[config.mk]
export PLATFORM = sky130hd
export DESIGN_NAME = id_issue_ctrl
export DESIGN_NICKNAME = d
export VERILOG_FILES = /design/src/rtl/id_issue_ctrl.sv
export SDC_FILE = /design/constraint.sdc
export NUM_CORES = 1
export LEC_CHECK = 0
export BUFFER_PORTS_ARGS = -buffer_cell sky130_fd_sc_hd__buf_2
export CAP_MARGIN = 30
export CORE_ASPECT_RATIO = 0.8
export CORE_UTILIZATION = 51
export DETAILED_ROUTE_END_ITERATION = 7
export GPL_ROUTABILITY_DRIVEN = 0
export PLACE_DENSITY = 0.77
export SETUP_SLACK_MARGIN = 0.4
export SYNTH_ARGS = -nofsm -noshare
export SYNTH_HDL_FRONTEND = slang
export SYNTH_SLANG_ARGS = --single-unit
[constraint.sdc]
create_clock -name clk -period 6.7 [get_ports clk]
set_input_delay 1.005 -clock clk [delete_from_list [all_inputs] [get_ports clk]]
set_output_delay 1.005 -clock clk [all_outputs]
set_load 0.05 [all_outputs]
[src/rtl/id_issue_ctrl.sv]
// Decode-stage issue control: register scoreboard, FPU occupancy, branch flush.
// Optional stall statistics counter enabled with `define ID_ISSUE_STATS_EN.
module id_issue_ctrl #(
  parameter int REGFILE_LEN = 6,
  parameter int FPU_LATENCY = 4,
  parameter int STAT_WIDTH  = 32
) (
  input  logic                        clk,
  input  logic                        rst_n,
  input  logic                        id_valid,
  input  logic [REGFILE_LEN-1:0]      rs1,
  input  logic [REGFILE_LEN-1:0]      rs2,
  input  logic [REGFILE_LEN-1:0]      rd,
  input  logic                        use_rs1,
  input  logic                        use_rs2,
  input  logic                        reg_write,
  input  logic                        alu_fpu,
  input  logic                        imm_pc,
  input  logic                        ex_ready,
  input  logic                        wb_reg_write,
  input  logic [REGFILE_LEN-1:0]      wb_rd,
  output logic                        id_issue,
  output logic                        id_stall,
  output logic                        if_flush,
  output logic                        fpu_busy,
`ifdef ID_ISSUE_STATS_EN
  output logic [STAT_WIDTH-1:0]       stall_cycles,
`endif
  output logic [2**REGFILE_LEN-1:0]   busy_vec
);

  localparam int NREG = 2**REGFILE_LEN;
  localparam int CW   = $clog2(FPU_LATENCY + 1);

  logic [NREG-1:0] busy_q, busy_d;
  logic [CW-1:0]   fcnt_q, fcnt_d;
  logic            flush_q;
  logic            hazard;

  assign fpu_busy = (fcnt_q != '0);
  assign if_flush = flush_q;
  assign busy_vec = busy_q;

  always_comb begin
    hazard = 1'b0;
    if (use_rs1 && busy_q[rs1])   hazard = 1'b1;
    if (use_rs2 && busy_q[rs2])   hazard = 1'b1;
    if (reg_write && busy_q[rd])  hazard = 1'b1;
    if (alu_fpu && fpu_busy)      hazard = 1'b1;
  end

  // A flushed slot is a wrong-path bubble: neither issued nor stalled.
  assign id_issue = id_valid & ~hazard & ex_ready & ~flush_q;
  assign id_stall = id_valid & ~id_issue & ~flush_q;

  // Clear first so that a same-index set in this cycle wins.
  always_comb begin
    busy_d = busy_q;
    if (wb_reg_write && (wb_rd != '0))
      busy_d[wb_rd] = 1'b0;
    if (id_issue && reg_write && (rd != '0))
      busy_d[rd] = 1'b1;
  end

  always_comb begin
    fcnt_d = fcnt_q;
    if (id_issue && alu_fpu)
      fcnt_d = CW'(FPU_LATENCY);
    else if (fpu_busy)
      fcnt_d = fcnt_q - CW'(1);
  end

  always_ff @(posedge clk or negedge rst_n) begin
    if (!rst_n) begin
      busy_q  <= '0;
      fcnt_q  <= '0;
      flush_q <= 1'b0;
    end else begin
      busy_q  <= busy_d;
      fcnt_q  <= fcnt_d;
      flush_q <= id_issue & imm_pc;
    end
  end

`ifdef ID_ISSUE_STATS_EN
  logic [STAT_WIDTH-1:0] stall_q;

  always_ff @(posedge clk or negedge rst_n) begin
    if (!rst_n)
      stall_q <= '0;
    else if (id_stall && (stall_q != '1))
      stall_q <= stall_q + STAT_WIDTH'(1);
  end

  assign stall_cycles = stall_q;
`endif

endmodule

Word level (Yosys, flattened, before mapping)
Index checks and enable logic that the tools add are counted.

operators by class
  add/sub/neg operators = 1
  $mul = 0
  divide/modulo/power cells = 0
  magnitude comparators = 6
  eq/ne operators = 0
  shift-type cells = 0
  mux-type cells = 18
  bitwise gates (word level) = 12
  reduce and logical (&&, ||, !) cells = 14

operators with widths
  cell                   count
  $mux W64               2
  $and A64 B64 Y64       1
  $not A64 Y64           1
  $or A64 B64 Y64        1
  $lt A6 B7 Y1 const B   4
  $bmux W1 S6            3
  $demux W1 S6           2
  $ge A6 B1 Y1 const B   2
  $reduce_bool A6 Y1     2
  $logic_and A1 B1 Y1    10
  $mux W1                9
  $and A1 B1 Y1          6
  $mux W3                2
  $not A1 Y1             3
  $reduce_bool A3 Y1     1
  $sub A3 B1 Y3 const B  1
  $reduce_bool A2 Y1     1

word-level totals
  bits in registers = 68
  latch bits = 0
  memory bits (writable) = 0
  ROM bits = 0
  bits of input ports = 34
  output and inout bits = 68
  logic and storage cells = 54
  memories kept = 0

Depth between registers and ports, before layout
  depth after elaboration = 14
  depth in mapped cells = 10
  gate-level depth less buffers = 7

Worst setup path after synthesis
OpenSTA, ideal clock, no wires.

  kind = input port to output port
  from = input rd[1]
  to = output id_issue
  data arrival time = 3.571 ns
  data required time = 5.695 ns
  path slack = 2.124 ns
  stages = 8
  path buffers = 2
  path through = clkbuf_1 > clkbuf_1 > mux2_2 > a222oi_1 > o22ai_1 > a41o_1 > o21ai_0 > and2_1

between the ends
  longest elaborated chain between the ends = 9

RTL lines
  item                           RTL line  text
  start: declaration             13        input logic [REGFILE_LEN-1:0] rd,
  $bmux W1 S6                    48        if (reg_write && busy_q[rd]) hazard = 1'b1;
  $mux W1 (implied by the code)  48
  $logic_and A1 B1 Y1            48
  $mux W1                        48
  $mux W1                        49        if (alu_fpu && fpu_busy) hazard = 1'b1;
  $not A1 Y1                     53        assign id_issue = id_valid & ~hazard & ex_ready & ~flush_q;
  $and A1 B1 Y1 (3 in series)    53
  end: declaration               22        output logic id_issue,

No other way between the ends. The select of a mux whose other input is x is not followed.

Worst setup path after layout
Same ends and word-level chain as after synthesis.

==> summary.txt <==
STA
  • Clock skew: approximately 0.0078 ns
  • Final Hold Fails: 0
  • RSZ-0062 raised after global routing: no
  • Final hold slack: ~0.5 ns
  • Final setup fails: 0
  • Slew Viols, Final: 0
  • Fmax: around 200 MHz
  • Worst rel slew slack: 43.5%
  • Slew @ Worst Pin: 0.848 ns
  • Period minus WS final: between 4 and 5 ns
  • TNS Setup: 0 ns
  • Final period util: between 70 and 80%

Setup path
  • Critical Path Source Type: primary input
  • Crit end category: output pin
  • Crit path from: rd[1]
  • Critical path class: in -> out
  • Worst Path Max Fanout: 35
  • Critical Path AT: 3.88 ns
  • Reg2reg start: busy_vec[39]
  • Req. time, crit path: 5.69 ns

Clocking
  • Total CTS buffers: 9
  • CTS tree: built
  • Clock sinks: a little under 70
  • Clock buffer depth: 2
  • Hold_buf cts: 0
  • Max H-tree Level: 3
  • Worst skew pair latency: ~0.34 ns
  • Clk root buf: clkbuf_16
  • CTS resizes: 0
  • CTS clk-pin slew, worst paths: 0.06 ns
  • Setup repair bufs after CTS: 0

Drt
  • First drt pass iteration count: 5
  • Post-Route WL: 16,600 microns
  • Vias/cell: roughly 7.3
  • Drt drc: 0
  • Vias: about 4,700
  • Post-route ant nets: 0
  • Post-DR wirelength/cell: roughly 26 microns
  • Starting DRC count in detailed routing: 740

Logic synthesis
  • FFs w/ async S/R, synth: 100%
  • FF+latch count, synth: 68
  • Top_reg_cell synth: dfrtp_1
  • Area of the mapped netlist: 0.00461 sq mm
  • Syn Area/Cell: 10.3 sq um
  • Syn Nets: 485
  • Count of cell types in the netlist: 55
  • Sequential share of the synthesized area: ~37%
  • Cells after Synth: ~450
  • EDFF count, synth: 0
  • YS warnings: 0

GRT
  • Grt ovf: 0
  • Pin count of the biggest net entering global routing: between 60 and 70
  • First-pass GRT wire length: 25,000 microns
  • Initial antenna violation count: 0
  • Vias in the first global route: roughly 4,300
  • Overall Global Routing Usage: 36.9%

Power
  • PwrDens: 241 mW/mm^2
  • Leak: between 2 and 2.5 nW
  • Max VDD drop: roughly 0.16 mV
  • Total power: 0.00132 W

Finish
  • P&R area growth vs syn: 18.8%
  • Final nets: roughly 570
  • Most common cell after layout, fill and taps aside: o21ai_0
  • Commonest cells after routing, fill and taps aside: o21ai_0 (107), buf_2 (101), dfrtp_1 (68), mux4_2 (39), nand2_1 (25)
  • # diodes: 0
  • Share of layout cells above drive strength 1: approximately a third
  • Fill count: 706

Floorplan
  • Boundary pin count: 102
  • Die X: approximately 110 microns
  • Initial Utilization: roughly 53%
  • Area of the die: ~0.0094 sq mm
  • Chip height: about 87 microns
  • Core Footprint: 0.00863 sq mm
  • Placement Rows: 30

Placement
  • IO buf count: slightly above 100
  • Post-DP HPWL: roughly 12,000 microns

Worst hold path
  • Worst hold path startpoint: busy_vec[0]
  • Min-Delay Path Class: reg -> reg

Flow run
  • Max_cap viols: 0

Run status
  • Outcome: finished, final reports clean
-- flip-flops by register name, summed over array words and instances, names as in the netlist --
name	cells
fcnt_q	3
busy_vec	64
if_flush	1
-- kinds of logic after synthesis --
logic type,count (synthesis),synth area share [%]
muxes,63,24.7
DFF,68,36.9
and+or+nand+nor,108,12.9
AOI/OAI and AO/OA,170,21.2
adders and majority gates,2,0.543
buffers and inverters,37,3.47
xor gates and xnor gates,1,0.190
-- final cells by class --
class / instances / area, sq um / area share [%]
clock buffers: 9 / 225 / 4.11
clock inverters: 7 / 115 / 2.10
repair buffers: 103 / 520 / 9.50
inverters: 7 / 26.3 / 0.480
flip-flops and latches: 68 / 1700 / 31.1
multi-input cells: 344 / 2750 / 50.2
well taps: 112 / 140 / 2.56
-- power breakdown --
part	internal (W)	switching, W
Sequential	0.000439	0.0000311
Clock	0.000362	0.000179
Combinational	0.000102	0.000206
-- path summary, 6_finish.rpt --
kind	end	slack (ns)	cells past startpoint
min in group asynchronous	busy_vec[29]	0.87	2
worst min-delay path	busy_vec[0]	0.51	0
max in group asynchronous	busy_vec[40]	5.29	2
worst max register to register	busy_vec[24]	3.17	7
worst max-delay path	id_issue	1.82	8
worst min register to register	busy_vec[0]	0.51	0
-- routing by layer --
layer,track usage (%),part of all wire [%]
met1,49.6,37
met2,50.4,41
met3,19.1,19
met4,14.4,3.3
met5,0,0
-- synthesized netlist by cell type, types with 2 or more instances --
| library cell | count | area [sq um] |
|---|---|---|
| and2_1 | 4 | 25.0 |
| nor3_1 | 5 | 25.0 |
| o21ai_1 | 23 | 115 |
| a311oi_1 | 2 | 17.5 |
| o211ai_1 | 4 | 30.0 |
| o2bb2ai_1 | 2 | 17.5 |
| a221oi_1 | 2 | 17.5 |
| a31o_2 | 2 | 17.5 |
| dfrtp_1 | 68 | 1700 |
| nand4_1 | 5 | 31.3 |
| a21oi_1 | 3 | 15.0 |
| ha_1 | 2 | 25.0 |
| inv_1 | 7 | 26.3 |
| nor2_1 | 6 | 22.5 |
| nand2b_1 | 8 | 50.1 |
| buf_6 | 2 | 22.5 |
| a31oi_1 | 2 | 12.5 |
| o22ai_1 | 5 | 31.3 |
| nor2b_1 | 12 | 75.1 |
| mux2i_1 | 7 | 70.1 |
| mux2_2 | 16 | 180 |
| a22oi_1 | 3 | 22.5 |
| mux4_2 | 39 | 878 |
| buf_2 | 5 | 25.0 |
| a211oi_1 | 3 | 22.5 |
| or3_1 | 4 | 25.0 |
| nand3_1 | 21 | 105 |
| or3b_2 | 3 | 26.3 |
| buf_1 | 5 | 18.8 |
| clkbuf_1 | 18 | 67.6 |
| nand3b_1 | 7 | 52.6 |
| nand2_1 | 25 | 93.8 |
| o21ai_0 | 107 | 536 |
-- through the flow --
step           instances  utilization (%)  area (sq um)  setup WS [ns]
3_5_place_dp         634             59.5          5140           1.87
6_report             650             63.4          5480           1.82
5_1_grt              650             63.4          5480           1.62
4_1_cts              650             63.4          5480           1.87
2_1_floorplan        449                -          4610           2.12
3_3_place_gp         634             59.5          5140           1.91
-- critical path: stages --
cell and delay (ns):
buf_2 0.57, mux4_2 0.59, mux2_2 0.27, a32oi_1 0.25, o31ai_1 0.14, o21ai_0 0.57, and2_1 0.21, buf_2 0.25
No activity file was read; power rests on OpenSTA's default activity.
